--- config.mk ---
export PLATFORM = sky130hd
export DESIGN_NAME = packet_merge_arbiter_flat
export DESIGN_NICKNAME = d
export VERILOG_FILES = /design/src/rtl/packet_merge_arbiter_pkg.sv /design/src/rtl/packet_merge_arbiter_if.sv /design/src/rtl/packet_merge_arbiter_rr_arbiter3.sv /design/src/rtl/packet_merge_arbiter.sv /design/src/flat_wrapper.sv
export SDC_FILE = /design/constraint.sdc
export NUM_CORES = 1
export LEC_CHECK = 0
export ABC_AREA = 1
export BUFFER_PORTS_ARGS = -buffer_cell sky130_fd_sc_hd__buf_2
export CAP_MARGIN = 20
export CORE_UTILIZATION = 39
export CTS_CLUSTER_SIZE = 28
export DETAILED_ROUTE_END_ITERATION = 16
export PLACE_DENSITY = 0.83
export RECOVER_POWER = 25
export SLEW_MARGIN = 10
export SYNTH_ARGS = -nofsm -noshare
export SYNTH_HDL_FRONTEND = slang
export SYNTH_SLANG_ARGS = --single-unit
--- constraint.sdc ---
create_clock -name clk -period 5.2 [get_ports clk]
set_input_delay 1.04 -clock clk [delete_from_list [all_inputs] [get_ports clk]]
set_output_delay 1.04 -clock clk [all_outputs]
set_load 0.01 [all_outputs]
--- src/rtl/packet_merge_arbiter_pkg.sv ---
// Shared router definitions: source-select encoding, default sizing and
// small helpers used by the merge arbiter and its round-robin picker.
package packet_merge_arbiter_pkg;

    localparam int DEF_DATA_WIDTH = 23;
    localparam int DEF_CREDITS    = 4;
    localparam int DEF_CW         = 3;

    typedef enum logic [1:0] {
        SRC_A = 2'd0,
        SRC_B = 2'd1,
        SRC_C = 2'd2
    } src_e;

    // Isolate the lowest set bit of a 3-bit request vector.
    function automatic logic [2:0] first_one3(input logic [2:0] v);
        return v & (~v + 3'd1);
    endfunction

    // Encode a one-hot grant as a source index (A when nothing is set).
    function automatic src_e onehot_to_src(input logic [2:0] g);
        if (g[1])      return SRC_B;
        else if (g[2]) return SRC_C;
        else           return SRC_A;
    endfunction

    // Round-robin successor: A -> B -> C -> A.
    function automatic src_e src_next(input src_e s);
        case (s)
            SRC_A:   return SRC_B;
            SRC_B:   return SRC_C;
            default: return SRC_A;
        endcase
    endfunction

endpackage

--- src/rtl/packet_merge_arbiter_if.sv ---
// Bundle of the three FIFO read ports, the merged output and the credit
// return path. The slave modport is the arbiter's view.
interface packet_merge_arbiter_if
    import packet_merge_arbiter_pkg::*;
#(
    parameter int DATA_WIDTH = DEF_DATA_WIDTH
);
    logic                  empty_a, empty_b, empty_c;
    logic [DATA_WIDTH-1:0] din_a, din_b, din_c;
    logic                  ren_a, ren_b, ren_c;
    logic [DATA_WIDTH-1:0] dout;
    logic                  wen;
    logic                  credit_ret;
    logic                  credit_err;

    modport slave (
        input  empty_a, empty_b, empty_c,
        input  din_a, din_b, din_c,
        output ren_a, ren_b, ren_c,
        output dout, wen,
        input  credit_ret,
        output credit_err
    );

    modport master (
        output empty_a, empty_b, empty_c,
        output din_a, din_b, din_c,
        input  ren_a, ren_b, ren_c,
        input  dout, wen,
        output credit_ret,
        input  credit_err
    );
endinterface

--- src/rtl/packet_merge_arbiter_rr_arbiter3.sv ---
// Combinational 3-way round-robin picker: the search starts at the pointer
// and wraps A -> B -> C -> A; the first requester found gets a one-hot grant.
module packet_merge_arbiter_rr_arbiter3
    import packet_merge_arbiter_pkg::*;
(
    input  logic [2:0] i_req,
    input  src_e       i_ptr,
    output logic [2:0] o_grant
);
    logic [2:0] w_rot;
    logic [2:0] w_pick;

    // Rotate requests so the pointer lands on bit 0, pick lowest, rotate back.
    always_comb begin
        // NOTE: every output of a combinational block gets a default first so
        // no path through the case leaves it unassigned (which infers a latch).
        w_rot   = i_req;
        w_pick  = 3'b000;
        o_grant = 3'b000;
        case (i_ptr)
            SRC_B: begin
                w_rot   = {i_req[0], i_req[2], i_req[1]};
                w_pick  = first_one3(w_rot);
                o_grant = {w_pick[1], w_pick[0], w_pick[2]};
            end
            SRC_C: begin
                w_rot   = {i_req[1], i_req[0], i_req[2]};
                w_pick  = first_one3(w_rot);
                o_grant = {w_pick[0], w_pick[2], w_pick[1]};
            end
            default: begin
                w_pick  = first_one3(w_rot);
                o_grant = w_pick;
            end
        endcase
    end

endmodule

--- src/rtl/packet_merge_arbiter.sv ---
// Merges three buffered single-flit streams into one output. One source is
// popped per cycle in round-robin order and its flit is forwarded a cycle
// later; a credit counter keeps the downstream buffer from overflowing.
module packet_merge_arbiter
    import packet_merge_arbiter_pkg::*;
#(
    parameter int DATA_WIDTH = DEF_DATA_WIDTH,
    parameter int CREDITS    = DEF_CREDITS,
    parameter int CW         = DEF_CW
)(
    input  logic                    clk,
    input  logic                    rst,
    packet_merge_arbiter_if.slave   bus
);
    localparam logic [CW-1:0] CREDITS_MAX = CW'(CREDITS);
    localparam logic [CW-1:0] ONE         = CW'(1);

    logic [CW-1:0] r_credits;
    src_e          r_ptr;
    src_e          r_sel;
    logic          r_issue;
    logic          r_err;

    logic [2:0]    w_req;
    logic [2:0]    w_grant;
    logic          w_issue;
    src_e          w_grant_src;

    // Requests are masked while in reset or out of credits, so no pop can
    // happen then and the counter can never underflow.
    assign w_req = (r_credits != '0 && !rst)
                 ? {~bus.empty_c, ~bus.empty_b, ~bus.empty_a}
                 : 3'b000;

    packet_merge_arbiter_rr_arbiter3 u_rr_arbiter3 (
        .i_req   (w_req),
        .i_ptr   (r_ptr),
        .o_grant (w_grant)
    );

    assign w_issue     = |w_grant;
    assign w_grant_src = onehot_to_src(w_grant);

    assign bus.ren_a      = w_grant[0];
    assign bus.ren_b      = w_grant[1];
    assign bus.ren_c      = w_grant[2];
    assign bus.wen        = r_issue;
    assign bus.credit_err = r_err;

    // Issue pipeline, round-robin pointer, credit counter and sticky error.
    always_ff @(posedge clk) begin
        // NOTE: state registers use non-blocking assignments so every flop
        // samples pre-edge values regardless of statement order.
        if (rst) begin
            r_credits <= CREDITS_MAX;
            r_ptr     <= SRC_A;
            r_sel     <= SRC_A;
            r_issue   <= 1'b0;
            r_err     <= 1'b0;
        end else begin
            r_issue <= w_issue;
            if (w_issue) begin
                r_sel <= w_grant_src;
                r_ptr <= src_next(w_grant_src);
            end
            case ({w_issue, bus.credit_ret})
                2'b10: r_credits <= r_credits - ONE;
                2'b01: begin
                    if (r_credits == CREDITS_MAX) r_err     <= 1'b1;
                    else                          r_credits <= r_credits + ONE;
                end
                default: ;
            endcase
        end
    end

    // Output mux on the registered select; the FIFO presents data now.
    always_comb begin
        bus.dout = bus.din_a;
        case (r_sel)
            SRC_B:   bus.dout = bus.din_b;
            SRC_C:   bus.dout = bus.din_c;
            default: bus.dout = bus.din_a;
        endcase
    end

endmodule

--- src/flat_wrapper.sv ---
// flat-port wrapper written by rule: the top's interface ports become plain ports
module packet_merge_arbiter_flat import packet_merge_arbiter_pkg::*;
#(
    parameter int DATA_WIDTH = DEF_DATA_WIDTH,
    parameter int CREDITS    = DEF_CREDITS,
    parameter int CW         = DEF_CW
)
  (clk, rst, bus_empty_a, bus_empty_b, bus_empty_c, bus_din_a, bus_din_b, bus_din_c, bus_ren_a, bus_ren_b, bus_ren_c, bus_dout, bus_wen, bus_credit_ret, bus_credit_err);
  packet_merge_arbiter_if #(.DATA_WIDTH(DATA_WIDTH)) bus_i ();
  input  logic clk;
  input  logic rst;
  input wire logic [$bits(bus_i.empty_a)-1:0] bus_empty_a;
  input wire logic [$bits(bus_i.empty_b)-1:0] bus_empty_b;
  input wire logic [$bits(bus_i.empty_c)-1:0] bus_empty_c;
  input wire logic [$bits(bus_i.din_a)-1:0] bus_din_a;
  input wire logic [$bits(bus_i.din_b)-1:0] bus_din_b;
  input wire logic [$bits(bus_i.din_c)-1:0] bus_din_c;
  output wire logic [$bits(bus_i.ren_a)-1:0] bus_ren_a;
  output wire logic [$bits(bus_i.ren_b)-1:0] bus_ren_b;
  output wire logic [$bits(bus_i.ren_c)-1:0] bus_ren_c;
  output wire logic [$bits(bus_i.dout)-1:0] bus_dout;
  output wire logic [$bits(bus_i.wen)-1:0] bus_wen;
  input wire logic [$bits(bus_i.credit_ret)-1:0] bus_credit_ret;
  output wire logic [$bits(bus_i.credit_err)-1:0] bus_credit_err;
  assign bus_i.empty_a = bus_empty_a;
  assign bus_i.empty_b = bus_empty_b;
  assign bus_i.empty_c = bus_empty_c;
  assign bus_i.din_a = bus_din_a;
  assign bus_i.din_b = bus_din_b;
  assign bus_i.din_c = bus_din_c;
  assign bus_ren_a = bus_i.ren_a;
  assign bus_ren_b = bus_i.ren_b;
  assign bus_ren_c = bus_i.ren_c;
  assign bus_dout = bus_i.dout;
  assign bus_wen = bus_i.wen;
  assign bus_i.credit_ret = bus_credit_ret;
  assign bus_credit_err = bus_i.credit_err;
  packet_merge_arbiter #(.DATA_WIDTH(DATA_WIDTH), .CREDITS(CREDITS), .CW(CW)) u_core (.clk(clk), .rst(rst), .bus(bus_i));
endmodule
* After elaboration in Yosys (flattened, before gate mapping)
Cells that the tools add are included.
** Operators by class
- $add $sub $neg :: 5
- Equal/unequal tests :: 9
- Bitwise operators :: 9
- Reduce and logical (&&, ||, !) cells :: 8
- Multiplexer cells :: 8
** Operator list (number)
- $pmux W23 S2 :: 1
- $add A3 B1 Y3 const B :: 4
- $pmux W3 S2 :: 2
- $and A3 B3 Y3 :: 3
- $not A3 Y3 :: 3
- $eq A2 B1 Y1 const B :: 4
- $eq A2 B2 Y1 const B :: 3
- $mux W3 :: 2
- $mux W2 :: 2
- $pmux W2 S2 :: 1
- $reduce_and A2 Y1 :: 2
- $eq A3 B3 Y1 const B :: 1
- $not A1 Y1 :: 3
- $reduce_bool A3 Y1 :: 1
- $reduce_or A3 Y1 :: 1
- $sub A3 B1 Y3 const B :: 1
- $logic_not A2 Y1 :: 1
- $ne A2 B2 Y1 const B :: 1
- $reduce_bool A2 Y1 :: 1
- $logic_and A1 B1 Y1 :: 1
- $logic_not A1 Y1 :: 1
** Storage, ports and cells
- Register bits after elaboration :: 9
- Output and inout bits :: 28
- Word-level logic and storage cells :: 44

* Depth between registers and ports, before layout
- Depth after elaboration :: 11
- Gate-level depth with buffers :: 15
- Gate-level depth less buffers :: 15

* Modules after synthesis
From an unflattened synthesis, not the netlist that was laid out.
** Second synthesis, totals
- Cell total of the unflattened synthesis :: 185
- Area total of the unflattened synthesis :: 1048.5 µm²
** Modules (own cells, without submodules)
- packet_merge_arbiter :: area an instance 920.9 µm², instances 1, cells an instance 163
- packet_merge_arbiter_rr_arbiter3 :: area an instance 127.6 µm², instances 1, cells an instance 22

* Worst setup path before layout
OpenSTA, ideal clock, no wires.
- Path type :: in2out
- Start :: input port rst
- End :: output port bus_ren_b
- Path slack :: 2.596 ns
- Stages on the path :: 6
- Arrival time :: 1.564 ns
- Path through :: inv_2 nand4_2 nand3_2 nand2_2 nand2_4 inv_2
** Between the ends
- Word-level cells in the longest chain between the ends :: 7
- Elaborated cells on any way between the ends :: 13
- Classes of those cells :: 3 x add/sub; 2 x mux; 6 x bitwise; 2 x reduce/logical
** Ends and longest elaborated chain
- start, declared :: line flat_wrapper.sv:11 : input logic rst;
- $logic_not A1 Y1 (*) :: line packet_merge_arbiter.sv:31 : assign w_req = (r_credits != '0 && !rst)
- $logic_and A1 B1 Y1 (*) :: line packet_merge_arbiter.sv:31
- $mux W3 (*) :: line packet_merge_arbiter.sv:32 : ? {~bus.empty_c, ~bus.empty_b, ~bus.empty_a}
- $not A3 Y3 :: line packet_merge_arbiter_pkg.sv:17 : return v & (~v + 3'd1);
- $add A3 B1 Y3 :: line packet_merge_arbiter_pkg.sv:17
- $and A3 B3 Y3 :: line packet_merge_arbiter_pkg.sv:17
- $pmux W3 S2 (*) :: line packet_merge_arbiter_rr_arbiter3.sv:20 : case (i_ptr)
- end, declared :: line flat_wrapper.sv:19 : output wire logic [$bits(bus_i.ren_b)-1:0] bus_ren_b;
Every way passes the cells marked *; elsewhere a longest branch is shown, timed or not.

* Worst setup path in the final report
- Start :: register u_core.r_sel[0]
- End :: output port bus_dout[2]
** Between the ends
- Word-level cells in the longest chain between the ends :: 2
- Elaborated cells on any way between the ends :: 3
- Classes of those cells :: 2 x eq/ne; 1 x mux
** Ends and longest elaborated chain
- start, declared :: line packet_merge_arbiter.sv:20 : src_e r_sel;
- start signal, assigned :: line packet_merge_arbiter.sv:63 : r_sel <= w_grant_src;
- $eq A2 B2 Y1 or $eq A2 B1 Y1 (tied branches) :: line packet_merge_arbiter.sv:80 : case (r_sel)
- $pmux W23 S2 (*) :: line packet_merge_arbiter.sv:80
- end, declared :: line flat_wrapper.sv:21 : output wire logic [$bits(bus_i.dout)-1:0] bus_dout;
Marks and branches as above.

==> results_dict.tcl <==
set metrics [dict create \
    root_buffer "clkbuf_4" \
    clk_latency_ps 270 \
    yosysWarningCount 0 \
    mostFrequentLayoutCells "buf_2 (100), a21oi_1 (48), nand2_1 (35)" \
    antenna_cells 0 \
    synth_async_sr_flop_share 0 \
    final_common_cell "buf_2" \
    die-area_um2 2980 \
    finalCriticalPeriod_ps 3380 \
    via_count 1516 \
    setup_viol 0 \
    skew_ps 1.13 \
    ir_drop_mv 0.226 \
    power_frac_comb 0.700 \
    grt_usage 0.199 \
    synthTopCellsByArea "a21oi_1 (22%), dfxtp_1 (17%), nand2_1 (12%), nor2_1 (11%), inv_1 (5.9%)" \
    timing_worst_slew_pin_value_ps 790 \
    slowest_stage "ha_1" \
    place.gp.congestion 0.756 \
    crit_chain "inv_1, ha_1, inv_1, nor2_1, a21oi_1, buf_2" \
    die_x_um 54.6 \
    syn_nets 262 \
    synth_top_area_cell "a21oi_1" \
    fp-row-count 18 \
    crit_type "reg2out" \
    p_int_w 0.000266 \
    switching_share 0.500 \
    cts_hold_buf 0 \
    syn_to_final_growth_pct 47.9 \
    crit_top_cell "inv_1" \
    grt_remaining_overflow 0 \
    ys_seq_area_frac 0.167 \
    dpl.cell_count 306 \
    hold_class "reg2reg" \
    synthesis.area_um2 1080 \
    nNetsFinal 361 \
    fin_crit_sh 0.651 \
    critPathMaxFanout 24 \
    syn_avg_cell_area_um2 5.93 \
    grt_pass1_wl_um 4350 \
    die_h_um 54.6 \
    worst_hold_startpoint "u_core.r_sel[0]" \
    drt-wirelength-per-cell_um 11.0 \
    post-cts-setup-buffers 0 \
    htree_num_levels 1 \
    final_cells 310 \
    hpwlAfterDp_um 2770 \
    cts_tree "built" \
    start_kind "flip-flop" \
    p_per_area_nw_per_um2 333 \
    cts_made_buffers 3 \
    slew_viol_final 0 \
    cts_buffer_depth 2 \
    core-area_um2 2540 \
    drive_gt1_frac 0.425 \
    hold_path_depth 2 \
    crit_start "u_core.r_sel[0]" \
    cts_sinks 9 \
    status "complete, no violations" \
    grt_pass1_vias 1078 \
    worst_ep_required_time_ps 4160 \
    slowest_delay_ps 720 \
    leakage_nw 0.905 \
    crit_arrival_ps 2340 \
    reg2reg_depth 15 \
    io_buffers 102 \
    cts-resized-gates 0 \
    grt_max_degree 25 \
    synth_edf_count 0 \
    pwr-share-seq 0.193 \
    hold_slack_ps 485 \
    first_pass_iters 4 \
    fmax_ghz 0.296 \
    synth_ff_type "dfxtp_1" \
    start_util 0.424 \
    reg2reg_slack_ps 2930 \
    antenna_found_initial 0 \
    max_cap_violations 0 \
    postSynthCellCount 182 \
    timing.rr.start "u_core.r_ptr[0]" \
    clockPowerShare 0.107 \
    ant_nets 0 \
    synth_cell_type_count 23 \
    yosysTopAreaCellShare 0.222 \
    avgViaCountPerCell 4.89 \
    relSlewSlack 0.474 \
    boundaryPins 103 \
    p_switching_w 0.000266 \
    wl_um 3410 \
    grt_setup_unrepaired "no" \
    drtIter0Drc 24 \
    fin_tns_setup_ps 0 \
    cts.clk_slew.worst_paths_ps 60 \
    drc 0 \
    hold_violations 0 \
    end_kind "output port" \
    yosys_register_bits 9 \
]
==> critical path: cells and delay by family, from the launching register on <==
family / cells / cell delay, ps
AOI/OAI and AO/OA: 1 / 80
DFF: 1 / 350
buffers and inverters: 3 / 720
and+or+nand+nor: 1 / 200
adders and majority gates: 1 / 720
==> sequential cells by signal, indices dropped and copies added (netlist names) <==
register               flops
u_core.bus.wen             1
u_core.r_ptr               2
u_core.bus.credit_err      1
u_core.r_sel               2
u_core.r_credits           3
==> final timing paths <==
| kind | end |
|---|---|
| min reg2reg | u_core.r_sel[0] |
| min | u_core.r_sel[0] |
| max | bus_dout[2] |
| max reg2reg | u_core.r_credits[2] |
==> synthesized netlist by cell type, types with 2 or more instances <==
master    instances
a21oi_1          48
nand2_1          34
nor2_1           31
inv_1            17
dfxtp_1           9
clkbuf_1          8
inv_2             5
ha_1              4
nand2_2           4
nand3_2           4
nand2_4           2
nand3_1           2
nand3_4           2
nor2_2            2
o21ai_1           2
==> per-stage QoR <==
stage / power [W] / setup WS [ps] / cell area [um^2] / utilization
4_1_cts: 0.000548 / 1810 / 1620 / 0.638
5_1_grt: 0.000588 / 1560 / 1600 / 0.627
3_5_place_dp: 0.000491 / 2110 / 1600 / 0.628
2_1_floorplan: 0.000368 / 2600 / 1080 / -
3_3_place_gp: 0.000487 / 2120 / 1600 / 0.628
6_report: 0.000532 / 1820 / 1600 / 0.627
==> per-layer routing <==
layer / share of wire / up-vias / track usage
met5: 0 / - / 0
met4: 0.0050 / 0 / 0.0513
li1: - / 789 / -
met2: 0.51 / 58 / 0.335
met3: 0.073 / 3 / 0.0500
met1: 0.41 / 666 / 0.248
==> kinds of logic after synthesis <==
logic type,count (synthesis),share of synthesized area
simple gates,83,0.392
buf+inv,31,0.108
compound gates,54,0.269
fa+ha+maj,5,0.0649
flops,9,0.167
==> cell type report <==
cell class | count | area [um^2]
Clock buffer | 4 | 26.3
Fill cell | 246 | 948
Inverter | 23 | 86.3
Multi-Input combinational cell | 142 | 758
Sequential cell | 9 | 180
Tap cell | 30 | 37.5
Timing Repair Buffer | 102 | 508
==> power groups by stage <==
stage / logic [W] / clock network (W) / registers (W)
after floorplan: 0.000263 / 0 / 0.000104
after global placement: 0.000384 / 0 / 0.000103
after detailed placement: 0.000387 / 0 / 0.000104
after CTS: 0.000389 / 0.0000570 / 0.000103
after global routing: 0.000422 / 0.0000604 / 0.000105
final: 0.000372 / 0.0000570 / 0.000103
Note: power is estimated with default switching activity, not from simulation.
